[src/rtl/traffic_light_controller_adaptive.sv]
// Four-way adaptive traffic light controller: round-robin green/yellow phases whose green
// length follows per-approach density, with ambulance pre-emption through an all-red clearance.
module traffic_light_controller_adaptive #(
  parameter int MIN_GREEN       = 2,
  parameter int MAX_GREEN       = 15,
  parameter int YELLOW_TIME     = 2,
  parameter int EMERG_WAIT_TIME = 2
) (
  input  logic       clk,
  input  logic       rst_a,
  input  logic       amb_n,
  input  logic       amb_s,
  input  logic       amb_e,
  input  logic       amb_w,
  input  logic [3:0] density_n,
  input  logic [3:0] density_s,
  input  logic [3:0] density_e,
  input  logic [3:0] density_w,
  output logic [2:0] n_lights,
  output logic [2:0] s_lights,
  output logic [2:0] e_lights,
  output logic [2:0] w_lights,
  output logic       emergency_mode
);

  typedef enum logic [3:0] {
    N_GREEN    = 4'd0,
    N_YELLOW   = 4'd1,
    S_GREEN    = 4'd2,
    S_YELLOW   = 4'd3,
    E_GREEN    = 4'd4,
    E_YELLOW   = 4'd5,
    W_GREEN    = 4'd6,
    W_YELLOW   = 4'd7,
    EMERG_WAIT = 4'd8,
    EMERG_N    = 4'd9,
    EMERG_S    = 4'd10,
    EMERG_E    = 4'd11,
    EMERG_W    = 4'd12
  } state_t;

  localparam logic [2:0] LAMP_GREEN  = 3'b001;
  localparam logic [2:0] LAMP_YELLOW = 3'b010;
  localparam logic [2:0] LAMP_RED    = 3'b100;
  localparam logic [7:0] YELLOW_LAST = 8'(YELLOW_TIME - 1);
  localparam logic [7:0] WAIT_LAST   = 8'(EMERG_WAIT_TIME - 1);

  // Handshake-free block: amb_* are level requests sampled every rising edge, no ack.

  state_t     state;
  state_t     w_next_state;
  logic [7:0] r_timer;
  logic [3:0] r_green_len;
  logic [1:0] r_resume;

  logic [3:0] w_amb;
  logic       w_req;
  logic [1:0] w_target;
  logic [1:0] w_idx;
  logic [1:0] w_idx_next;
  logic       w_green_last;
  logic       w_yellow_last;
  logic       w_wait_last;
  logic       w_resume_set;
  logic [1:0] w_resume_val;
  logic       w_enter_green;
  logic [3:0] w_entry_density;
  logic [2:0] w_lamp [4];

  function automatic logic [3:0] clamp_density(input logic [3:0] d);
    if (int'(d) < MIN_GREEN) return 4'(MIN_GREEN);
    if (int'(d) > MAX_GREEN) return 4'(MAX_GREEN);
    return d;
  endfunction

  function automatic state_t green_of(input logic [1:0] idx);
    return state_t'({1'b0, idx, 1'b0});
  endfunction

  function automatic state_t yellow_of(input logic [1:0] idx);
    return state_t'({1'b0, idx, 1'b1});
  endfunction

  function automatic state_t emerg_of(input logic [1:0] idx);
    return state_t'(4'd9 + {2'b00, idx});
  endfunction

  assign w_amb = {amb_w, amb_e, amb_s, amb_n};
  assign w_req = |w_amb;

  // Fixed priority N > S > E > W when several ambulances are present.
  always_comb begin
    w_target = 2'd3;
    if (w_amb[0])      w_target = 2'd0;
    else if (w_amb[1]) w_target = 2'd1;
    else if (w_amb[2]) w_target = 2'd2;
  end

  assign w_green_last  = (r_timer >= ({4'd0, r_green_len} - 8'd1));
  assign w_yellow_last = (r_timer >= YELLOW_LAST);
  assign w_wait_last   = (r_timer >= WAIT_LAST);
  assign w_idx_next    = w_idx + 2'd1;

  always_comb begin
    w_next_state = state;
    w_resume_set = 1'b0;
    w_resume_val = w_idx_next;
    w_idx        = state[2:1];
    case (state)
      N_GREEN, S_GREEN, E_GREEN, W_GREEN: begin
        if (w_req) begin
          if (w_amb[w_idx]) w_next_state = emerg_of(w_idx);
          else              w_next_state = yellow_of(w_idx);
        end else if (w_green_last) begin
          w_next_state = yellow_of(w_idx);
        end
      end
      N_YELLOW, S_YELLOW, E_YELLOW, W_YELLOW: begin
        if (w_yellow_last) begin
          if (w_req) begin
            w_next_state = EMERG_WAIT;
            w_resume_set = 1'b1;
          end else begin
            w_next_state = green_of(w_idx_next);
          end
        end
      end
      EMERG_WAIT: begin
        if (w_wait_last) begin
          if (w_req) w_next_state = emerg_of(w_target);
          else       w_next_state = green_of(r_resume);
        end
      end
      EMERG_N, EMERG_S, EMERG_E, EMERG_W: begin
        w_idx = 2'(state - EMERG_N);
        // Served ambulance keeps the junction until it leaves; others queue behind it.
        if (!w_amb[w_idx]) begin
          if (w_req) begin
            w_next_state = EMERG_WAIT;
            w_resume_set = 1'b1;
          end else begin
            w_next_state = yellow_of(w_idx);
          end
        end
      end
      default: w_next_state = N_GREEN;
    endcase
  end

  assign w_enter_green = (w_next_state != state) && (w_next_state[3] == 1'b0) &&
                         (w_next_state[0] == 1'b0);

  always_comb begin
    w_entry_density = density_n;
    case (w_next_state[2:1])
      2'd1:    w_entry_density = density_s;
      2'd2:    w_entry_density = density_e;
      2'd3:    w_entry_density = density_w;
      default: w_entry_density = density_n;
    endcase
  end

  always_ff @(posedge clk) begin
    if (rst_a) begin
      state       <= N_GREEN;
      r_timer     <= '0;
      r_green_len <= clamp_density(density_n);
      r_resume    <= 2'd1;
    end else begin
      state <= w_next_state;
      if (w_next_state != state)  r_timer <= '0;
      else if (r_timer != 8'hFF)  r_timer <= r_timer + 8'd1;
      if (w_enter_green)          r_green_len <= clamp_density(w_entry_density);
      if (w_resume_set)           r_resume <= w_resume_val;
    end
  end

  // Lamp decode: at most one approach is ever non-red; EMERG_WAIT is all red.
  always_comb begin
    for (int i = 0; i < 4; i++) w_lamp[i] = LAMP_RED;
    emergency_mode = 1'b0;
    case (state)
      N_GREEN:    w_lamp[0] = LAMP_GREEN;
      N_YELLOW:   w_lamp[0] = LAMP_YELLOW;
      S_GREEN:    w_lamp[1] = LAMP_GREEN;
      S_YELLOW:   w_lamp[1] = LAMP_YELLOW;
      E_GREEN:    w_lamp[2] = LAMP_GREEN;
      E_YELLOW:   w_lamp[2] = LAMP_YELLOW;
      W_GREEN:    w_lamp[3] = LAMP_GREEN;
      W_YELLOW:   w_lamp[3] = LAMP_YELLOW;
      EMERG_WAIT: emergency_mode = 1'b1;
      EMERG_N: begin w_lamp[0] = LAMP_GREEN; emergency_mode = 1'b1; end
      EMERG_S: begin w_lamp[1] = LAMP_GREEN; emergency_mode = 1'b1; end
      EMERG_E: begin w_lamp[2] = LAMP_GREEN; emergency_mode = 1'b1; end
      EMERG_W: begin w_lamp[3] = LAMP_GREEN; emergency_mode = 1'b1; end
      default: emergency_mode = 1'b0;
    endcase
  end

  assign n_lights = w_lamp[0];
  assign s_lights = w_lamp[1];
  assign e_lights = w_lamp[2];
  assign w_lights = w_lamp[3];

endmodule

[config.mk]
export PLATFORM = sky130hd
export DESIGN_NAME = traffic_light_controller_adaptive
export DESIGN_NICKNAME = d
export VERILOG_FILES = /design/src/rtl/traffic_light_controller_adaptive.sv
export SDC_FILE = /design/constraint.sdc
export NUM_CORES = 1
export LEC_CHECK = 0
export CORE_MARGIN = 2
export CORE_UTILIZATION = 40
export DETAILED_ROUTE_END_ITERATION = 7
export RECOVER_POWER = 50
export SLEW_MARGIN = 20
export SYNTH_ARGS = -nofsm -noshare
export SYNTH_HDL_FRONTEND = slang
export SYNTH_SLANG_ARGS = --single-unit
[constraint.sdc]
create_clock -name clk -period 10.4 [get_ports clk]
set_clock_uncertainty 0.2 [all_clocks]
set_input_delay 1.56 -clock clk [delete_from_list [all_inputs] [get_ports clk]]
set_output_delay 1.56 -clock clk [all_outputs]
set_load 0.01 [all_outputs]
Word-level counts from Yosys, hierarchy flattened --
Index checks and enable logic that the tools add are counted.
Storage, ports and cells: register bits after elaboration 18, latch bits 0, memory bits (writable) 0, ROM bits 0, input bits 22, output and inout bits 13, word-level logic and storage cells 88, memories kept 0
Operators by class: $add $sub $neg 6, $mul 0, div/mod/pow operators 0, magnitude comparators 6, eq/ne operators 17, shift-type cells 0, mux-type cells 39, bitwise logic cells 2, reductions and logical operators 14
Operators by type and width (count):
- 4-bit two-way mux | 15
- 3-bit one-hot mux with 2 select lines | 4
- 4-bit equality test (second input constant) | 5
- 4-bit by 3-bit equality test with 1-bit output (second input constant) | 4
- 4-bit one-hot mux with 4 select lines | 1
- 4-bit OR reduction | 4
- 1-bit two-way mux | 12
- 4-bit one-hot mux with 3 select lines | 1
- 2-bit OR reduction | 5
- 4-bit by 2-bit adder with 4-bit output (first input constant) | 2
- 8-bit by 1-bit adder with 8-bit output (second input constant) | 1
- 4-bit by 2-bit equality test with 1-bit output (second input constant) | 2
- 8-bit by 1-bit >= comparator with 1-bit output (second input constant) | 1
- 8-bit >= comparator | 1
- 4-bit by 2-bit < comparator with 1-bit output (second input constant) | 2
- 8-bit != test (second input constant) | 1
- 2-bit by 3-bit < comparator with 1-bit output (second input constant) | 2
- 2-bit two-way mux | 3
- 5-bit OR reduction | 1
- 4-bit by 1-bit subtractor with 5-bit output (second input constant) | 1
- 1-bit binary-select mux with 2-bit select | 2
- 2-bit equality test (second input constant) | 2
- 4-bit by 1-bit equality test with 1-bit output (second input constant) | 1
- 4-bit zero test | 1
- other kinds (8) | 10

Depth between registers and ports, before layout --
Gate-level depths: netlist of the first run.
depth in word-level cells 16, depth in mapped cells 12, depth with buffers taken out 11

Least setup slack after synthesis of the first run --
Ideal clock, no wire load.
path kind input -> register, from input amb_n, to register r_green_len[0], enable pin, library setup time 0.258 ns, arrival time 3.662 ns, data required time 9.942 ns, setup slack 6.280 ns, stages on the path 9, buffers on the path 1, cell sequence or4_1 -> buf_2 -> mux2i_1 -> o32ai_1 -> a211oi_4 -> xnor2_1 -> nor3_1 -> nand3_2 -> o21a_1
On the way: word-level cells in the longest chain between the ends 9, elaborated cells on any way between the ends 22, classes of those cells add/sub (1); eq/ne (1); mux (14); bitwise (2); reduce/logical (4)
RTL lines:
- start, declared | RTL line 11 | input logic amb_n,
- 2-bit two-way mux / 1-bit binary-select mux with 2-bit select (equally long branches) | RTL line 94, 112
- 4-bit by 2-bit adder with 4-bit output / 1-bit two-way mux (equally long branches) | RTL line 85, 112
- 4-bit two-way mux, on equally long branches | RTL line 130, 112
- 4-bit two-way mux, on equally long branches | RTL line 129, 111
- 4-bit one-hot mux with 4 select lines (*) | RTL line 109 | case (state)
- 4-bit != test / 1-bit NOT (equally long branches) | RTL line 150 | assign w_enter_green = (w_next_state != state) && (w_next_state[3] == 1'b0) &&
- 1-bit logical AND | RTL line 150
- 1-bit logical AND (*) | RTL line 150
- 2-bit nonzero test (no line) (*)
- end signal, assigned | RTL line 167 | r_green_len <= clamp_density(density_n);
- end signal, assigned | RTL line 173 | if (w_enter_green) r_green_len <= clamp_density(w_entry_density);
- end, declared | RTL line 53 | logic [3:0] r_green_len;
Every way passes the cells marked *; elsewhere a longest branch is shown, timed or not. The select of a mux whose other input is x is not followed. A chain may end at the register's enable or synchronous reset.

Worst setup path after layout of the first run --
from input amb_n, to register r_green_len[2], enable pin
The elaborated chain is that of the path after synthesis.

==> results of run 1 <==
-- metrics by stage --
stage | total power (µW) | std cells | hold slack (ps) | instance area (µm²)
final | 449 | 307 | 273 | 2260
after global routing | 489 | 307 | 301 | 2260
after CTS | 458 | 307 | 283 | 2280
after detailed placement | 406 | 303 | 267 | 2230
after global placement | 406 | 303 | 265 | 2230
after floorplan | 322 | 225 | 235 | 1850
-- flip-flops by register name (all words and copies together), names as in the netlist --
signal / count
r_green_len: 4
r_resume: 2
r_timer: 8
state: 4
-- final cells by class --
class,count,share of cell area (%)
inverter,7,1.16
clock buffer,4,2.00
multi-input combinational,191,60.8
sequential,18,17.7
timing repair buffer,35,15.4
tap,52,2.88
-- final timing paths --
kind                    start             end  slack [ps]  depth (start not counted)
setup / recovery        amb_n  r_green_len[2]        4910                          9
hold / removal    r_resume[0]     r_resume[0]         270                          1
setup reg to reg     state[1]  r_green_len[2]        5920                         10
hold reg to reg   r_resume[0]     r_resume[0]         270                          1
-- worst max-delay path: stages --
cell and delay, ps:
dlygate4sd3_1 640, or4_1 720, mux2i_1 210, o32ai_1 110, a211oi_1 1220, xnor2_1 120, nor3_1 250, nand3_2 230
o21a_1 230
-- kinds of logic (layout without fill, tap and decap cells) --
kind of cell,Yosys count,count (layout),synth area share [%]
buffers and inverters,16,46,3.31
XOR/XNOR,9,9,4.25
adder cells (fa/ha/maj),18,18,12.2
AND/OR/NAND/NOR,87,87,23.6
AO/OA/AOI/OAI,53,53,20.3
multiplexers,24,24,14.8
flip-flops,18,18,21.6
-- placed cells by master (no fill, tap or decap), types with 2 or more instances in the layout --
cell type        instances
o21ai_0                 12
and2_1                   6
a211oi_1                 8
or3_1                    2
or2_2                    2
a21oi_1                 10
clkdlybuf4s50_1         22
dfxtp_1                 14
nor4_1                   2
nor2_1                  33
dlygate4sd3_1           12
clkbuf_8                 3
nand3_1                  7
nor3b_1                  2
inv_1                    7
and3_1                   3
o22ai_1                  2
xor2_1                   3
mux2i_1                 15
a211o_1                  2
o21a_1                   2
mux4_2                   2
a311o_1                  2
nand2_1                 12
nor2b_1                  4
ha_1                    18
nor3_1                   5
xnor2_1                  6
a21o_1                   3
mux2_2                   7
nand2b_1                 4
edfxtp_1                 4
-- Yosys cell counts, types with 2 or more instances --
| cell type | instances |
|---|---|
| nand2_1 | 12 |
| dfxtp_1 | 14 |
| or3_1 | 2 |
| nor3b_1 | 2 |
| nand3_1 | 7 |
| a21oi_1 | 10 |
| nor2_1 | 32 |
| and2_1 | 6 |
| ha_1 | 18 |
| and3_1 | 3 |
| mux2i_1 | 15 |
| nor2b_1 | 4 |
| o22ai_1 | 2 |
| nor3_1 | 5 |
| xor2_1 | 3 |
| nor4_1 | 2 |
| o21ai_0 | 12 |
| edfxtp_1 | 4 |
| a21o_1 | 3 |
| xnor2_1 | 6 |
| a311o_1 | 2 |
| or2_2 | 2 |
| mux2_2 | 7 |
| inv_1 | 7 |
| mux4_2 | 2 |
| a211o_1 | 2 |
| clkbuf_1 | 8 |
| a211oi_1 | 7 |
| o21a_1 | 2 |
| nand2b_1 | 4 |
-- power breakdown --
| part | total (µW) | internal (µW) | switching, µW |
|---|---|---|---|
| logic | 281 | 135 | 146 |
| clock network | 50.3 | 27.2 | 23.1 |
| registers | 117 | 91.9 | 25.4 |
| total | 449 | 254 | 194 |
-- routing by layer --
metal  global-route usage [%]  vias up  share of wire, %
met1                     25.3      797                52
met3                     3.61        2               4.8
li1                         -      882                 -
met5                        0        -                 0
met2                     25.6       50                43
met4                     2.52        0              0.47
==> flow_metrics.env, run 1 <==
export IMPL_status="finished with violations"
export IMPL_violations="capacitance limit"
export IMPL_vias=1731
export IMPL_syn_nets=265
export IMPL_place_ws_ps=5390
export IMPL_cts_buffer_depth=2
export IMPL_drt_first_pass_iters=4
export IMPL_multi_input_area_um2=1370
export IMPL_cts_sinks=18
export IMPL_netlist_top_cell_by_area="dfxtp_1"
export IMPL_regArea_um2=400
export IMPL_yosysUniqueCellTypes=50
export IMPL_ctsHoldBuffers=0
export IMPL_tightest_slew_ps=1490
export IMPL_period_needed_ps=5490
export IMPL_synth_async_reset_ratio_pct=0
export IMPL_ys_seq_elements=18
export IMPL_tritoncts="built"
export IMPL_grt_use_total_pct=17.0
export IMPL_setup_slack_ps=4910
export IMPL_die_area_um2=5190
export IMPL_ys_flop_type="dfxtp_1"
export IMPL_drc=0
export IMPL_worstSkewPairLatency_ps=250
export IMPL_cts_resized=0
export IMPL_rows=24
export IMPL_dp_hpwl_mm=3.21
export IMPL_avgSynthCellArea_um2=8.24
export IMPL_fin_nets=296
export IMPL_numCtsBuffers=3
export IMPL_antenna_found_initial=0
export IMPL_crit_fanout=10
export IMPL_grt_pass1_wl_mm=7.27
export IMPL_powerDensity_nw_per_um2=199
export IMPL_place_congestion=0.804
export IMPL_ir_drop_v=0.000104
export IMPL_initial_core_util_pct=42.0
export IMPL_slew_violations=0
export IMPL_via_per_inst=5.64
export IMPL_root_buffer="clkbuf_8"
export IMPL_htree_num_levels=1
export IMPL_ys_seq_area_share_pct=21.6
export IMPL_fp_dieH_um=72.1
export IMPL_gr_total_overflow=0
export IMPL_slew_headroom_pct=0.239
export IMPL_synth_area_top_cells="dfxtp_1 15%, ha_1 12%, mux2i_1 8.1%"
export IMPL_synth_top_area_share_pct=15.1
export IMPL_fin_tns_setup_ps=0
export IMPL_grt_max_degree=19
export IMPL_timing_final_crit_share_pct=52.8
export IMPL_hp_class="register to register"
export IMPL_cp_start_kind="input port"
export IMPL_drt_iter0_markers=124
export IMPL_critical_path_class="input port to register"
export IMPL_grt_pass1_vias=1573
export IMPL_drt_wl_total_mm=4.23
export IMPL_syn_to_final_growth_pct=21.7
export IMPL_drv_cap=1
export IMPL_fp_dieW_um=72.1
export IMPL_ant_nets=0
export IMPL_fmax_mhz=182
export IMPL_drive_gt1_share_pct=7.84
export IMPL_setup_viol=0
export IMPL_finish_utilization_pct=51.1
export IMPL_clkSlewWorstSetupHoldPaths_ps=70
export IMPL_endpoint_kind="register"
export IMPL_wl_per_cell_um=13.8
export IMPL_n_fill_cell=444
export IMPL_power_leakage_uw=0.000952
export IMPL_yosys_warnings=0
export IMPL_rsz0062_at_grt="false"
export IMPL_crit_required_ps=10200
export IMPL_synth_area_um2=1850
export IMPL_n_antenna_cell=0
export IMPL_io_pins=35
export IMPL_port_buffers=34
export IMPL_placeableCoreArea_um2=4410
export IMPL_arrival_ps=5290
export IMPL_synth_cells=225
export IMPL_synth_edff_count=4
export IMPL_cts_setup_buffers=0
export IMPL_hold_violations=0
Note: power is estimated with default switching activity, not from simulation.
==> run 2, diff against run 1 <==
PLACE_DENSITY = 0.66   (was default)
clock period = 4.7 ns   (was 10.4 ns; I/O delays follow)
==> flow_metrics.env, run 2 (synthesis gave the netlist of run 1 again) <==
export IMPL_crit_required_ps=4580
export IMPL_placeableCoreArea_um2=4410
export IMPL_htree_num_levels=1
export IMPL_crit_fanout=10
export IMPL_antenna_found_initial=0
export IMPL_drt_wl_total_mm=4.14
export IMPL_grt_use_total_pct=16.9
export IMPL_drc=0
export IMPL_rows=24
export IMPL_cts_setup_buffers=0
export IMPL_top_regs="r_timer x8, r_green_len x4, state x4"
export IMPL_grt_pass1_vias=1600
export IMPL_fmax_mhz=236
export IMPL_grt_pass1_wl_mm=7.18
export IMPL_power_leakage_uw=0.000960
export IMPL_fp_dieW_um=72.1
export IMPL_worstSkewPairLatency_ps=250
export IMPL_regMostFlops="r_timer"
export IMPL_place_congestion=0.831
export IMPL_finish_utilization_pct=51.6
export IMPL_placed_cells=305
export IMPL_period_needed_ps=4230
export IMPL_clkSlewWorstSetupHoldPaths_ps=60
export IMPL_io_pins=35
export IMPL_root_buffer="clkbuf_8"
export IMPL_hold_violations=0
export IMPL_drt_iter0_markers=139
export IMPL_critical_path_class="input port to register"
export IMPL_gr_total_overflow=0
export IMPL_endpoint_kind="register"
export IMPL_cts_buffer_depth=2
export IMPL_arrival_ps=4110
export IMPL_whs_ps=269
export IMPL_vias=1724
export IMPL_cp_start_kind="input port"
export IMPL_cts_sinks=18
export IMPL_layout_common_cells="33 x nor2_1, 22 x clkdlybuf4s50_1, 18 x ha_1"
export IMPL_wl_per_cell_um=13.4
export IMPL_n_antenna_cell=0
export IMPL_via_per_inst=5.58
export IMPL_rsz0062_at_grt="false"
export IMPL_fin_tns_setup_ps=0
export IMPL_powerDensity_nw_per_um2=437
export IMPL_timing_final_crit_share_pct=90.1
export IMPL_final_cells=309
export IMPL_initial_core_util_pct=42.0
export IMPL_drt_first_pass_iters=4
export IMPL_slew_violations=0
export IMPL_dp_hpwl_mm=3.31
export IMPL_drv_cap=0
export IMPL_status="completed"
export IMPL_port_buffers=34
export IMPL_tightest_slew_ps=911
export IMPL_ir_drop_v=0.000196
export IMPL_largest_register_ffs=8
export IMPL_fp_dieH_um=72.1
export IMPL_fin_nets=298
export IMPL_drive_gt1_share_pct=8.56
export IMPL_grt_max_degree=19
export IMPL_tritoncts="built"
export IMPL_hp_class="register to register"
export IMPL_syn_to_final_growth_pct=23.0
export IMPL_cts_resized=0
export IMPL_final_common_cell="nor2_1"
export IMPL_die_area_um2=5190
export IMPL_ant_nets=0
export IMPL_numCtsBuffers=3
export IMPL_n_fill_cell=437
export IMPL_slew_headroom_pct=39.1
export IMPL_setup_viol=0
export IMPL_ctsHoldBuffers=0
-- run 2: worst paths after layout --
path | startpoint | end | slack (ps) | cells past startpoint
setup / recovery | amb_n | r_green_len[0] | 470 | 9
hold / removal | r_resume[0] | r_resume[0] | 270 | 1
setup reg to reg | state[1] | r_green_len[0] | 720 | 11
hold reg to reg | r_resume[0] | r_resume[0] | 270 | 1
-- run 2: worst max-delay path, stage by stage --
cell	delay [ps]
dlygate4sd3_1	640
or4_1	710
mux2i_1	210
nor3_1	60
a311o_1	280
nor2_1	710
mux2_2	420
and2_1	160
o31ai_2	210
-- run 2: metrics by stage --
stage	setup slack, ps	power [µW]	instance area [µm²]
after CTS	794	1020	2290
after global routing	267	1090	2280
after floorplan	1050	712	1850
final	467	996	2280
after detailed placement	536	909	2250
after global placement	613	901	2250
-- run 2: final cells by class --
| class | count | area (µm²) | share of cell area (%) |
|---|---|---|---|
| Multi-Input combinational cell | 191 | 1380 | 60.7 |
| Sequential cell | 18 | 400 | 17.6 |
| Timing Repair Buffer | 37 | 359 | 15.8 |
| Tap cell | 52 | 65.1 | 2.85 |
| Clock buffer | 3 | 41.3 | 1.81 |
| Inverter | 7 | 26.3 | 1.15 |
| Clock inverter | 1 | 3.75 | 0.165 |
-- run 2: where the power goes --
| group | leakage [µW] | internal [µW] | total [µW] | switching (µW) |
|---|---|---|---|---|
| combinational | 0.000784 | 304 | 650 | 345 |
| clock | 0.0000231 | 57.9 | 106 | 48.0 |
| sequential | 0.000153 | 203 | 241 | 37.2 |
-- run 2: per-layer routing --
layer,GRT usage (%),part of all wire (%)
met3,3.47,5.0
met2,25.9,45
met5,0,0
met1,24.7,49
met4,3.14,0.51
